--- config.mk ---
export PLATFORM = sky130hd
export DESIGN_NAME = alu
export DESIGN_NICKNAME = d
export VERILOG_FILES = /design/src/rtl/alu.sv
export SDC_FILE = /design/constraint.sdc
export NUM_CORES = 1
export LEC_CHECK = 0
export CAP_MARGIN = 5
export CORE_MARGIN = 1
export CORE_UTILIZATION = 59
export DETAILED_ROUTE_END_ITERATION = 8
export GPL_TIMING_DRIVEN = 0
export HOLD_SLACK_MARGIN = 0.1
export PLACE_DENSITY = 0.88
export SLEW_MARGIN = 30
export SYNTH_ARGS = -nofsm -noshare
export SYNTH_HDL_FRONTEND = slang
export SYNTH_SLANG_ARGS = --single-unit
--- constraint.sdc ---
create_clock -name clk -period 12.3 [get_ports clk]
set_clock_uncertainty 0.1 [all_clocks]
set_input_delay 2.46 -clock clk [delete_from_list [all_inputs] [get_ports clk]]
set_output_delay 2.46 -clock clk [all_outputs]
set_load 0.02 [all_outputs]
--- src/rtl/alu.sv ---
// 8-bit signed ALU with combinational result/flags, controller next-state
// decode and a registered accumulator of the last non-overflowing result.
module alu (
    input  logic              clk,
    input  logic              rst,
    input  logic        [2:0] funct,
    input  logic signed [7:0] A,
    input  logic signed [7:0] B,
    input  logic        [1:0] currentState,
    output logic        [1:0] nextState,
    output logic        [7:0] accumulator,
    output logic signed [7:0] out,
    output logic              carry,
    output logic              overflow
);

    typedef enum logic [1:0] {
        ST_READY = 2'd0,
        ST_ARITH = 2'd1,
        ST_LOGIC = 2'd2,
        ST_ERROR = 2'd3
    } state_t;

    logic [8:0]  w_sum;
    logic [15:0] w_shl;
    logic [15:0] w_shr;
    logic [7:0]  w_out;
    logic        w_carry;
    logic        w_ovf;
    logic [7:0]  r_acc;

    // Raw operation result and flags, before the ERROR-state override.
    // Shifts run in a 16-bit window so the last bit shifted out lands in a
    // fixed position (0 when the amount is zero).
    always_comb begin
        w_sum   = 9'd0;
        w_shl   = 16'd0;
        w_shr   = 16'd0;
        w_out   = 8'd0;
        w_carry = 1'b0;
        w_ovf   = 1'b0;
        case (funct)
            3'd0: begin
                w_sum   = {1'b0, A} + {1'b0, B};
                w_out   = w_sum[7:0];
                w_carry = w_sum[8];
                w_ovf   = (A[7] == B[7]) && (w_sum[7] != A[7]);
            end
            3'd1: begin
                w_sum   = {1'b0, A} + {1'b0, ~B} + 9'd1;
                w_out   = w_sum[7:0];
                w_carry = w_sum[8];
                w_ovf   = (A[7] != B[7]) && (w_sum[7] != A[7]);
            end
            3'd2: begin
                w_shl   = {8'd0, A} << B[2:0];
                w_out   = w_shl[7:0];
                w_carry = w_shl[8];
            end
            3'd3: begin
                w_shr   = {A, 8'd0} >> B[2:0];
                w_out   = w_shr[15:8];
                w_carry = w_shr[7];
            end
            3'd4: w_out = A & B;
            3'd5: w_out = A | B;
            3'd6: w_out = A ^ B;
            3'd7: w_out = ~A;
            default: w_out = 8'd0;
        endcase
    end

    // ERROR state blanks the datapath and steers the controller back to READY.
    always_comb begin
        out       = 8'd0;
        carry     = 1'b0;
        overflow  = 1'b0;
        nextState = ST_READY;
        if (currentState == ST_ERROR) begin
            out       = 8'd0;
            carry     = 1'b0;
            overflow  = 1'b0;
            nextState = ST_READY;
        end else begin
            out      = w_out;
            carry    = w_carry;
            overflow = w_ovf;
            if (w_ovf) begin
                nextState = ST_ERROR;
            end else if (funct[2]) begin
                nextState = ST_LOGIC;
            end else begin
                nextState = ST_ARITH;
            end
        end
    end

    // Commit only valid results; reset wins over a pending load.
    always_ff @(posedge clk) begin
        if (rst) begin
            r_acc <= 8'd0;
        end else if ((currentState != ST_ERROR) && !overflow) begin
            r_acc <= out;
        end else begin
            r_acc <= r_acc;
        end
    end

    assign accumulator = r_acc;

endmodule

Word-level counts from Yosys, hierarchy flattened
Index checks and enable logic that the tools add are counted.
{"block": "word_totals", "regBits": 8, "in_bits": 23, "latch_bits": 0, "ram_bits": 0, "memories": 0, "word_cells": 38, "out_inout_bits": 20, "rom_bits": 0}
{"block": "classes", "muxes": 9, "bitwise": 5, "reduce_logical": 5, "shifts": 2, "div_mod_pow": 0, "n_mul": 0, "n_eq_ne": 13, "add_sub_neg": 3, "n_lt_le_gt_ge": 0}
{"operator": "$pmux 8 s8", "count": 1}
{"operator": "$add 8x8->9", "count": 2}
{"operator": "$not 8->8", "count": 2}
{"operator": "$shr 16x3->16", "count": 1}
{"operator": "$eq 3x3->1 const B", "count": 4}
{"operator": "$add 9x1->9 const B", "count": 1}
{"operator": "$shl 8x3->9", "count": 1}
{"operator": "$and 8x8->8", "count": 1}
{"operator": "$mux 8", "count": 1}
{"operator": "$or 8x8->8", "count": 1}
{"operator": "$xor 8x8->8", "count": 1}
{"operator": "$eq 3x2->1 const B", "count": 2}
{"operator": "$mux 2", "count": 3}
{"operator": "$pmux 1 s4", "count": 1}
{"operator": "$eq 3x1->1 const B", "count": 1}
{"operator": "$logic_and 1x1->1", "count": 3}
{"operator": "$logic_not 3->1", "count": 1}
{"operator": "$ne 1x1->1", "count": 3}
{"operator": "$eq 2x2->1 const B", "count": 1}
{"operator": "$mux 1", "count": 2}
{"operator": "$ne 2x2->1 const B", "count": 1}
{"operator": "$pmux 1 s2", "count": 1}
{"operator": "$eq 1x1->1", "count": 1}
{"operator": "$logic_not 1->1", "count": 1}

Longest topological paths before layout
{"block": "logic_depth", "word_depth": 9, "depth_mapped": 12, "mapped_depth_nobuf": 10}

Least setup slack after synthesis
OpenSTA, ideal clock, no wires.
{"block": "synth_path", "path_kind": "input to output", "start": "input B[1]", "end": "output overflow", "arrival_time_ns": 5.114, "path_buffers": 4, "path_slack_ns": 4.626, "t_required_ns": 9.740, "path_stages": 12, "path_cell_list": "buf_2 > buf_2 > buf_2 > inv_1 > ha_1 > or2_1 > a2111oi_4 > o22a_4 > mux2i_2 > or2_0 > buf_2 > and2_1"}
{"block": "synth_via", "elab_chain_cells": 7, "word_cells_on_any_way": 10, "classes_between": "add/sub (3); eq/ne (2); mux (2); bitwise (1); reduce/logical (2)"}
{"item": "start: declaration", "line": "8", "text": "input logic signed [7:0] B,"}
{"item": "$not 8->8", "line": "50", "text": "w_sum = {1'b0, A} + {1'b0, ~B} + 9'd1;"}
{"item": "$add 8x8->9", "line": "50"}
{"item": "$add 9x1->9", "line": "50"}
{"item": "$ne 1x1->1", "line": "53", "text": "w_ovf = (A[7] != B[7]) && (w_sum[7] != A[7]);"}
{"item": "$logic_and 1x1->1", "line": "53"}
{"item": "$pmux 1 s2 (*)", "line": "42", "text": "case (funct)"}
{"item": "$mux 1 (*)", "line": "79", "text": "if (currentState == ST_ERROR) begin"}
{"item": "end: declaration", "line": "14", "text": "output logic overflow"}
Mark *: on every way between the ends. The rest lies on a longest branch, timed or not.

Worst setup path in the final report
{"block": "layout_path", "start": "input B[1]", "end": "output nextState[1]"}
{"block": "layout_via", "elab_chain_cells": 8, "word_cells_on_any_way": 11, "classes_between": "add/sub (3); eq/ne (2); mux (3); bitwise (1); reduce/logical (2)"}
{"item": "$not 8->8", "line": "50"}
{"item": "$add 8x8->9", "line": "50"}
{"item": "$add 9x1->9", "line": "50"}
{"item": "$ne 1x1->1", "line": "53"}
{"item": "$logic_and 1x1->1", "line": "53"}
{"item": "$pmux 1 s2 (*)", "line": "42"}
{"item": "$mux 2 (*)", "line": "88", "text": "if (w_ovf) begin"}
{"item": "$mux 2 (*)", "line": "79"}
{"item": "end: declaration", "line": "10", "text": "output logic [1:0] nextState,"}
Marks and branches as above.

==> run_results.csv <==
group,metric,value,unit
die,rows,22,
min_path,hp-class,"reg -> reg",
die,die_x,65.2,µm
synth,synthCells,316,
routing,drt-total-wl,7880,µm
global_route,grt_busiest_layer,"met2",
global_route,grtUsageMet3,0.0712,
final_layout,final_nets,412,
timing,fin_setup_tns,0,ns
critical_path,path_class,"in -> out",
timing,finalHoldViolations,0,
clock_tree,cts_made_buffers,3,
die,start_util,0.629,
clock_tree,htreeDepth,1,
routing,drtAntennaViolNets,0,
die,io_pins,43,
global_route,grt_use_met1,0.504,
routing,drc_errors,0,
min_path,hold_end,"accumulator[1]",
critical_path,critPathArrivalTime,6.62,ns
critical_path,r2r_setup_slack,11.39,ns
routing,vias_per_cell,6.63,
final_layout,largest_reg_flops,8,
synth,synth_edf_count,0,
clock_tree,cts_buffer_depth,2,
critical_path,crit_top_cell,"buf_2",
synth,yosysWarnings,0,
synth,ys_types,69,
critical_path,cp_num_buf_inv,7,
critical_path,slowest_delay,0.60,ns
critical_path,required,9.74,ns
timing,rsz0062_at_grt,"no",
global_route,grt_antenna_before_repair,0,
timing,fin_crit,9.18,ns
critical_path,reg2reg_depth,2,
timing,fmax,109,MHz
place,dp.final_hpwl,6140,µm
global_route,grt_pass1_wl,12500,µm
final_layout,antenna-diode-count,0,
clock_tree,clk_pin_slew,0.05,ns
critical_path,path_delay_family,"buffers and inverters",
final_layout,postLayoutCellArea,0.00287,mm²
synth,synth_area_leaders,"ha_1 (13%), dfxtp_1 (6.8%), mux2i_1 (5.5%)",
routing,vias,2707,
place,port_buffers,41,
clock_tree,cts_sinks,8,
clock_tree,cts_tree,"done",
global_route,overflow,0,
global_route,grt_start_max_net_pins,13,
global_route,track_usage,0.388,
timing,maxSlewHeadroom,0.452,
global_route,first_global_vias,2484,
flow_run,maxCapViolCount,0,
synth,ys.flop_type,"dfxtp_1",
place,gp_congestion,1.03,
min_path,holdCritStartpoint,"accumulator[1]",
die,dieArea,0.00425,mm²
critical_path,critPathMaxFanout,10,
final_layout,drive_gt1_frac,0.106,
synth,synthArstFlopShare,0,
critical_path,path_cells,"clkdlybuf4s50_1 > buf_2 > buf_2 > buf_2 > inv_1 > ha_1 > or2_1 > a2111oi_4 > o22a_4 > mux2i_2 > or2_0 > buf_2 > o21a_1 > clkdlybuf4s50_1",
global_route,gr-usage-met2,0.634,
timing,finalSetupViolations,0,
power,power_density,67.0,mW/mm²
synth,synth-seq-cells,8,
critical_path,slowest_stage,"clkdlybuf4s50_1",
final_layout,area_growth,21.8,%
synth,yosysSeqAreaShare,0.0680,
min_path,whs_path_depth,2,
synth,syn-num-nets,366,
synth,synth_top_cell_by_area,"ha_1",
timing,tightest_slew,0.815,ns
routing,wl_per_cell,19.3,µm
timing,slew_viol_final,0,
die,die_y,65.2,µm
critical_path,critPathLaunchType,"input port",
critical_path,timing.rr.start,"accumulator[0]",
critical_path,reg2reg_to,"accumulator[0]",
clock_tree,insertion_delay,0.24,ns
timing,holdWs,0.367,ns
place,dpl_cell_area,0.00283,mm²
place,pre_cts_ws,3.18,ns
routing,first_pass_iters,5,
synth,syn_area,0.00236,mm²
clock_tree,hold_buffers,0,
power,max-vdd-ir-drop,0.0324,mV
power,p_leak,1.19,nW
timing,fin_ws,3.12,ns
power,power,0.192,mW
die,core_area,0.00374,mm²
timing,fin_crit_sh,0.746,
clock_tree,cts-root-buf,"clkbuf_8",
synth,netlist.area_leader.share,0.133,
clock_tree,post_cts_buffers,0,
critical_path,end_kind,"output pin",
run_status,status,"finished, final reports clean",
clock_tree,post_cts_resized,0,
routing,drt_iter0_drc,302,
synth,synth.avg_cell_area,7.46,µm²
-- cells in the mapped netlist, types with 4 or more instances --
master and number:
clkbuf_1 7, a21oi_1 17, buf_2 10, a211oi_1 7, o22ai_1 4, nand2b_1 11
nor2_1 27, o211ai_1 4, nor2b_1 6, dfxtp_1 8, mux4_2 4, o311ai_0 5
and2_1 4, xnor2_1 6, inv_1 24, mux2i_1 13, a31oi_1 5, nor3_1 7
nand2_1 24, o21ai_0 23, ha_1 25, xor2_1 4
-- final cells by class --
type                       instances  area (µm²)
fill                             286         875
clock buffer                       3        41.3
inverter                          25        93.8
multi-input combinational        260        1990
timing repair buffer              41         410
sequential                         8         160
buffer                            23         114
tap                               48        60.1
-- layer usage --
metal | wire length, µm | vias up
met3 | 939 | 29
met1 | 3030 | 1225
met2 | 3690 | 202
met5 | 0 | -
li1 | - | 1251
met4 | 223 | 0
-- kinds of logic (layout without fill, tap and decap cells) --
logic type,count (synthesis),count (layout),share of synthesized area
AOI/OAI and AO/OA,100,100,0.317
buffers and inverters,48,92,0.0882
DFF,8,8,0.0680
and+or+nand+nor,102,102,0.226
xor gates and xnor gates,10,10,0.0372
muxes,21,21,0.114
adders and majority gates,27,27,0.150
-- per-stage QoR --
stage	util	std cells
2_1_floorplan	-	316
3_3_place_gp	0.755	405
3_5_place_dp	0.755	405
4_1_cts	0.766	408
5_1_grt	0.766	408
6_report	0.766	408
-- placed cells by master, fill, tap and decap left out, types with 4 or more instances in the layout --
| cell | instances |
|---|---|
| nor3_1 | 7 |
| clkbuf_1 | 7 |
| o22ai_1 | 4 |
| xor2_1 | 4 |
| nor2b_1 | 6 |
| a31oi_1 | 5 |
| dfxtp_1 | 8 |
| o311ai_0 | 5 |
| inv_1 | 24 |
| xnor2_1 | 6 |
| o21ai_0 | 23 |
| clkdlybuf4s50_1 | 41 |
| nand2b_1 | 11 |
| a211oi_1 | 7 |
| ha_1 | 25 |
| mux2i_1 | 13 |
| o211ai_1 | 4 |
| buf_2 | 10 |
| and2_1 | 4 |
| a21oi_1 | 17 |
| mux4_2 | 4 |
| nand2_1 | 24 |
| nor2_1 | 27 |
-- power breakdown --
group / total (mW) / switching, mW / internal (mW)
clock network: 0.0351 / 0.0136 / 0.0215
registers: 0.0302 / 0.00136 / 0.0289
logic: 0.127 / 0.0722 / 0.0548
total: 0.192 / 0.0872 / 0.105
-- worst max-delay path by stage --
stage | startpoint | cells past startpoint | endpoint | slack (ns)
2_1_floorplan | B[1] | 12 | overflow | 4.63
3_3_place_gp | B[1] | 14 | overflow | 3.26
3_5_place_dp | B[1] | 14 | overflow | 3.18
4_1_cts | B[1] | 14 | overflow | 3.17
5_1_grt | B[1] | 14 | overflow | 2.90
6_report | B[1] | 14 | nextState[1] | 3.12
-- worst min-delay path, delay by kind of cell (launching register included) --
family	cells	cell delay, ns
DFF	1	0.30
AOI/OAI and AO/OA	1	0.06
and+or+nand+nor	1	0.05
(Power assumes the default switching activity.)
